==> src/rtl/race_pkg.sv <==
// Shared race-state encoding used by the game-flow FSM, physics engine and HUD.
package race_pkg;

  localparam int unsigned STATE_W = 3;

  localparam logic [STATE_W-1:0] IDLE      = 3'd0;
  localparam logic [STATE_W-1:0] SETTING   = 3'd1;
  localparam logic [STATE_W-1:0] COUNTDOWN = 3'd3;
  localparam logic [STATE_W-1:0] RACING    = 3'd4;
  localparam logic [STATE_W-1:0] PAUSE     = 3'd5;
  localparam logic [STATE_W-1:0] FINISH    = 3'd6;

endpackage

==> src/rtl/sec_tick_gen.sv <==
// One-second prescaler.
//   clk, rst_n : clock, async active-low reset
//   enable     : count while high
//   freeze     : hold the current count (overrides enable)
//   clear      : force count to 0 (overrides everything)
//   sec_tick_c : combinational, high on the last cycle of each second
module sec_tick_gen #(
  parameter int unsigned TICKS_PER_SEC = 100_000_000
) (
  input  logic clk,
  input  logic rst_n,
  input  logic enable,
  input  logic freeze,
  input  logic clear,
  output logic sec_tick_c
);

  localparam int unsigned CNT_W = $clog2(TICKS_PER_SEC);
  localparam logic [CNT_W-1:0] CNT_MAX = CNT_W'(TICKS_PER_SEC - 1);

  logic [CNT_W-1:0] cnt_q;
  logic             run;

  assign run        = enable && !freeze && !clear;
  assign sec_tick_c = run && (cnt_q == CNT_MAX);

  // Prescaler register: clear wins, then freeze, then count with wrap.
  always_ff @(posedge clk or negedge rst_n) begin
    if (!rst_n) begin
      cnt_q <= '0;
    end else if (clear) begin
      cnt_q <= '0;
    end else if (run) begin
      cnt_q <= sec_tick_c ? '0 : cnt_q + CNT_W'(1);
    end
  end

endmodule

==> src/rtl/race_state_fsm.sv <==
// Racing game-flow controller: IDLE -> SETTING -> COUNTDOWN -> RACING <-> PAUSE -> FINISH,
// with countdown seconds, elapsed race time and lap counting. All outputs registered.
//   clk, rst_n     : clock, async active-low reset
//   start_pulse    : start/confirm button pulse
//   pause_pulse    : pause toggle pulse
//   lap_pulse      : finish-line crossing pulse
//   state          : race state code (race_pkg encoding)
//   countdown      : seconds remaining, nonzero only in COUNTDOWN
//   lap_count      : completed laps
//   race_time_sec  : elapsed racing seconds, saturating at TIME_MAX
//   go_pulse       : first RACING cycle after COUNTDOWN
module race_state_fsm
  import race_pkg::*;
#(
  parameter int unsigned TICKS_PER_SEC = 100_000_000,
  parameter int unsigned COUNT_SECS    = 3,
  parameter int unsigned NUM_LAPS      = 3,
  parameter int unsigned TIME_MAX      = 999
) (
  input  logic         clk,
  input  logic         rst_n,
  input  logic         start_pulse,
  input  logic         pause_pulse,
  input  logic         lap_pulse,
  output logic [2:0]   state,
  output logic [3:0]   countdown,
  output logic [3:0]   lap_count,
  output logic [9:0]   race_time_sec,
  output logic         go_pulse
);

  localparam int unsigned CD_W  = 4;
  localparam int unsigned LAP_W = 4;
  localparam int unsigned TIM_W = 10;

  localparam logic [CD_W-1:0]  CD_LOAD  = CD_W'(COUNT_SECS);
  localparam logic [LAP_W-1:0] LAP_GOAL = LAP_W'(NUM_LAPS);
  localparam logic [LAP_W-1:0] LAP_SAT  = '1;
  localparam logic [TIM_W-1:0] TIM_SAT  = TIM_W'(TIME_MAX);

  logic [STATE_W-1:0] state_q;
  logic               sec_tick_c;
  logic               tick_en_c;
  logic               tick_freeze_c;
  logic               tick_clear_c;
  logic [LAP_W-1:0]   lap_inc_c;

  assign state = state_q;

  // Prescaler runs in COUNTDOWN/RACING, holds in PAUSE, is cleared everywhere else.
  assign tick_en_c     = (state_q == COUNTDOWN) || (state_q == RACING);
  assign tick_freeze_c = (state_q == PAUSE);
  assign tick_clear_c  = !(tick_en_c || tick_freeze_c);

  assign lap_inc_c = (lap_count == LAP_SAT) ? lap_count : lap_count + LAP_W'(1);

  sec_tick_gen #(
    .TICKS_PER_SEC (TICKS_PER_SEC)
  ) u_sec_tick_gen (
    .clk        (clk),
    .rst_n      (rst_n),
    .enable     (tick_en_c),
    .freeze     (tick_freeze_c),
    .clear      (tick_clear_c),
    .sec_tick_c (sec_tick_c)
  );

  // State machine and counters.
  always_ff @(posedge clk or negedge rst_n) begin
    if (!rst_n) begin
      state_q       <= IDLE;
      countdown     <= '0;
      lap_count     <= '0;
      race_time_sec <= '0;
      go_pulse      <= 1'b0;
    end else begin
      go_pulse <= 1'b0;
      case (state_q)
        IDLE: begin
          if (start_pulse) state_q <= SETTING;
        end
        SETTING: begin
          if (start_pulse) begin
            state_q   <= COUNTDOWN;
            countdown <= CD_LOAD;
          end
        end
        COUNTDOWN: begin
          if (sec_tick_c) begin
            if (countdown > CD_W'(1)) begin
              countdown <= countdown - CD_W'(1);
            end else begin
              state_q   <= RACING;
              countdown <= '0;
              go_pulse  <= 1'b1;
            end
          end
        end
        RACING: begin
          if (sec_tick_c && (race_time_sec != TIM_SAT)) begin
            race_time_sec <= race_time_sec + TIM_W'(1);
          end
          // A lap in the same cycle as pause is counted first; finishing wins over pausing.
          if (lap_pulse) begin
            lap_count <= lap_inc_c;
            if (lap_inc_c == LAP_GOAL) state_q <= FINISH;
            else if (pause_pulse)      state_q <= PAUSE;
          end else if (pause_pulse) begin
            state_q <= PAUSE;
          end
        end
        PAUSE: begin
          if (pause_pulse) state_q <= RACING;
        end
        FINISH: begin
          if (start_pulse) begin
            state_q       <= IDLE;
            countdown     <= '0;
            lap_count     <= '0;
            race_time_sec <= '0;
          end
        end
        default: begin
          state_q       <= IDLE;
          countdown     <= '0;
          lap_count     <= '0;
          race_time_sec <= '0;
        end
      endcase
    end
  end

endmodule

==> config.mk <==
export PLATFORM = sky130hd
export DESIGN_NAME = race_state_fsm
export DESIGN_NICKNAME = d
export VERILOG_FILES = /design/src/rtl/race_pkg.sv /design/src/rtl/sec_tick_gen.sv /design/src/rtl/race_state_fsm.sv
export SDC_FILE = /design/constraint.sdc
export NUM_CORES = 1
export LEC_CHECK = 0
export BUFFER_PORTS_ARGS = -buffer_cell sky130_fd_sc_hd__buf_2
export CORE_MARGIN = 10
export CORE_UTILIZATION = 53
export DETAILED_ROUTE_END_ITERATION = 8
export GPL_TIMING_DRIVEN = 1
export PLACE_DENSITY = 0.71
export RECOVER_POWER = 100
export SLEW_MARGIN = 20
export SYNTH_ARGS = -nofsm -noshare
export SYNTH_HDL_FRONTEND = slang
export SYNTH_SLANG_ARGS = --single-unit
==> constraint.sdc <==
create_clock -name clk -period 2.5 [get_ports clk]
set_input_delay 0.125 -clock clk [delete_from_list [all_inputs] [get_ports clk]]
set_output_delay 0.125 -clock clk [all_outputs]
set_load 0.02 [all_outputs]
==> results.md <==
* Register bit count reported by yosys at 49
* Kind of cell adding the most delay to the critical path: simple AND/OR/NAND/NOR gates
* Clock Path Buffers at 2
* Worst VDD drop at 0.5819 mV
* Clock period minus worst slack at approximately 2.6 ns
* Critical Path Most Common Cell: or4_4
* Die Y at around 90 um
* Layout cells sized above 1 at 16.48%
* Post-synth EDFFs at 0
* GRT Resource Usage Total at 15.36%
* Most frequent cells in the layout: dfrtp_1, nor2_1, nand3_1
* WL per Instance at 15.55 um
* Sequential fraction of the synthesis area at between 40% and 50%
* Hold Startpoint: start_pulse
* CTS tree: built
* Max_slew headroom at 23.20%
* Syn_nets at 311
* Drt total wl at 6560 um
* Port Buffers at 26
* Failing checks: negative setup slack
* Htree depth at 2
* Ys Warns at 0
* Buf/Inv on CP at 0
* Worst Tran Pin Value at about 1.2 ns
* Final Hold Viols at 0
* Clock sinks at 49
* Starting Density at 54.36%
* Area added between synthesis and finish at 21.27%
* Max_cap viols at 0
* Reg2reg path depth at 6
* Worst hold path endpoint: state[0]
* Synth cell types at 50
* Data required, critical path at 2.74 ns
* Total CTS buffers at 5
* Row count at 26
* Post-Syn Area at 2776 um^2
* Hold WS at 0.1584 ns
* ANT cells at 0
* Post-layout util at 65.92%
* Leak at 1.476 nW
* Post-DP HPWL at ~4600 um
* Worst path slowest cell: or4_4
* Pin count of the biggest net entering global routing at 29
* Ys flop type: dfrtp_1
* Hold WC Path Type: in -> reg
* Most common cell after layout, fill and taps aside: dfrtp_1
* Reg2reg setup slack at -0.12 ns
* # fillers at 433
* Vias in the first global route at 2297
* GRT overflow at 0
* Cell count of the worst hold path at 3
* Floorplan Core Area at roughly 5000 um^2
* Fin crit share at 104.9%
* R2R Path End: countdown[0]
* Pre-Repair DR Iteration Count at 4
* Status: complete, but fails checks
* Via count at 2414
* Worst setup EP type: flip-flop
* Worst-Skew Late Latency at 0.31 ns
* CP cell instances: or4_1 > or4_4 > or4_4 > a21o_4 > o31a_1 > o22ai_2
* Power density cells at 719.0 nW/um^2
* Root Buffer: clkbuf_8
* CP Launch Type: flip-flop
* # setup viols final at 37
* Worst path arrival time at 2.86 ns
* Die area at 8533 um^2
* Initial antenna violation count at 0
* Maximum clock rate at 381.3 MHz
* Global-route wire length before repair at 10920 um
* Slowest stage delay, CP at 0.58 ns
* Async SR Flop Fraction at 100.0%
* RSZ-0062 raised after global routing: yes
* Max Fanout on Critical Path at 6
* Max Slew Vio Count at 0
* Post-synthesis cell count at 301
* Clock slew seen by the registers of the worst setup and hold paths at 0.09 ns
* Worst clock skew at 0.008819 ns
* Die X-Extent at ~90 um
* Mapped Avg Cell Area at 9.224 um^2
* ANT nets after route at 0
* Launch point of the worst reg-to-reg path: u_sec_tick_gen.cnt_q[19]
* 1st-iter DRT viols at slightly above 90
* I/O Pins at 27
* Placer Congestion at 0.8253
* Nets at 361
* Vias/cell at 5.720
* # DRC at 0
* Crit path kind: reg -> reg
* Setup TNS at -2.873 ns
* Final worst setup slack at -0.1223 ns
-- synthesized netlist by cell type, drive strengths merged, types with 2 or more instances --
| cell type | instances | area, um^2 |
|---|---|---|
| mux2i | 2 | 20.02 |
| or4 | 4 | 33.78 |
| o31ai | 2 | 15.01 |
| nand2 | 22 | 82.58 |
| nor4 | 3 | 46.29 |
| xnor2 | 10 | 87.58 |
| nor2b | 4 | 25.02 |
| a22o | 4 | 35.03 |
| a21oi | 13 | 68.82 |
| nand2b | 4 | 25.02 |
| dfrtp | 49 | 1226 |
| ha | 5 | 62.56 |
| nand3b | 2 | 15.01 |
| nand4 | 12 | 75.07 |
| inv | 6 | 22.52 |
| buf | 5 | 28.78 |
| a22oi | 3 | 36.28 |
| clkbuf | 7 | 26.28 |
| xor2 | 20 | 175.2 |
| nor3 | 5 | 25.02 |
| o22ai | 4 | 31.28 |
| o21ai | 17 | 85.08 |
| nor2 | 42 | 157.7 |
| and3 | 9 | 56.30 |
| and4 | 3 | 26.28 |
| nand4b | 2 | 17.52 |
| or3 | 4 | 25.02 |
| nand3 | 24 | 120.1 |
-- per-stage QoR --
step | instance area [um^2] | cells | worst slack [ns] | power (mW)
6_report | 3367 | 422 | -0.1223 | 2.421
5_1_grt | 3367 | 422 | -0.1983 | 2.570
4_1_cts | 3241 | 414 | -0.06698 | 2.327
3_5_place_dp | 3098 | 404 | -0.04770 | 1.721
3_3_place_gp | 3098 | 404 | 0.007249 | 1.708
2_1_floorplan | 2785 | 301 | -0.04895 | 1.459
-- state kept, by name (all words and copies together), names as in the netlist --
name / count
go_pulse: 1
u_sec_tick_gen.cnt_q: 27
race_time_sec: 10
state: 3
countdown: 4
lap_count: 4
-- cells by family after synthesis --
family                   Yosys count  synth area share [%]
AND/OR/NAND/NOR                  143                 27.13
AO/OA/AOI/OAI                     53                 13.07
flip-flops                        49                 44.16
XOR/XNOR                          30                 9.464
buffers and inverters             18                 2.794
adder cells (fa/ha/maj)            5                 2.253
multiplexers                       3                 1.127
-- tightest hold or removal path: stages --
cell     delay (ns)
buf_2          0.13
o22ai_1        0.09
o21ai_1        0.08
-- where the power goes --
part	switching [mW]	total (mW)	internal, mW
sequential	0.0824	0.924	0.842
combinational	0.524	0.905	0.381
clock	0.265	0.592	0.326
-- area by class of cell --
| cell class | instances | area (um^2) | share of cell area (%) |
|---|---|---|---|
| Clock buffer | 7 | 86.33 | 2.564 |
| Tap cell | 70 | 87.58 | 2.601 |
| Timing Repair Buffer | 55 | 371.6 | 11.04 |
| Multi-Input combinational cell | 234 | 1543 | 45.82 |
| Inverter | 6 | 22.52 | 0.6689 |
| Clock inverter | 1 | 30.03 | 0.8919 |
| Sequential cell | 49 | 1226 | 36.42 |
-- layer usage --
metal / up-vias / global-route usage [%] / part of all wire (%) / routed length (um)
li1: 1186 / - / - / -
met1: 1181 / 20.03 / 46 / 3022
met2: 39 / 24.59 / 49 / 3214
met3: 8 / 3.471 / 3.4 / 221
met4: 0 / 5.270 / 1.5 / 101
met5: - / 0 / 0 / 0
-- worst max-delay path by stage --
stage                              from          endpoint  slack (ns)  cells after the start
2_1_floorplan  u_sec_tick_gen.cnt_q[19]      countdown[0]       -0.05                      7
3_3_place_gp   u_sec_tick_gen.cnt_q[19]      countdown[0]       0.007                      6
3_5_place_dp   u_sec_tick_gen.cnt_q[19]      countdown[0]       -0.05                      6
4_1_cts        u_sec_tick_gen.cnt_q[19]  race_time_sec[9]       -0.07                      6
5_1_grt        u_sec_tick_gen.cnt_q[19]  race_time_sec[3]       -0.20                      8
6_report       u_sec_tick_gen.cnt_q[19]      countdown[0]       -0.12                      6
-- what timing repair did --
item,CTS,global route
hold buffers,1,0
setup buffers,1,7
pin swaps,3,9
endpoints found under the hold margin,21,0
endpoints found under the setup margin,17,36
cloned,0,1
gates resized for setup,2,19
Power figures use the tool's default switching activity.
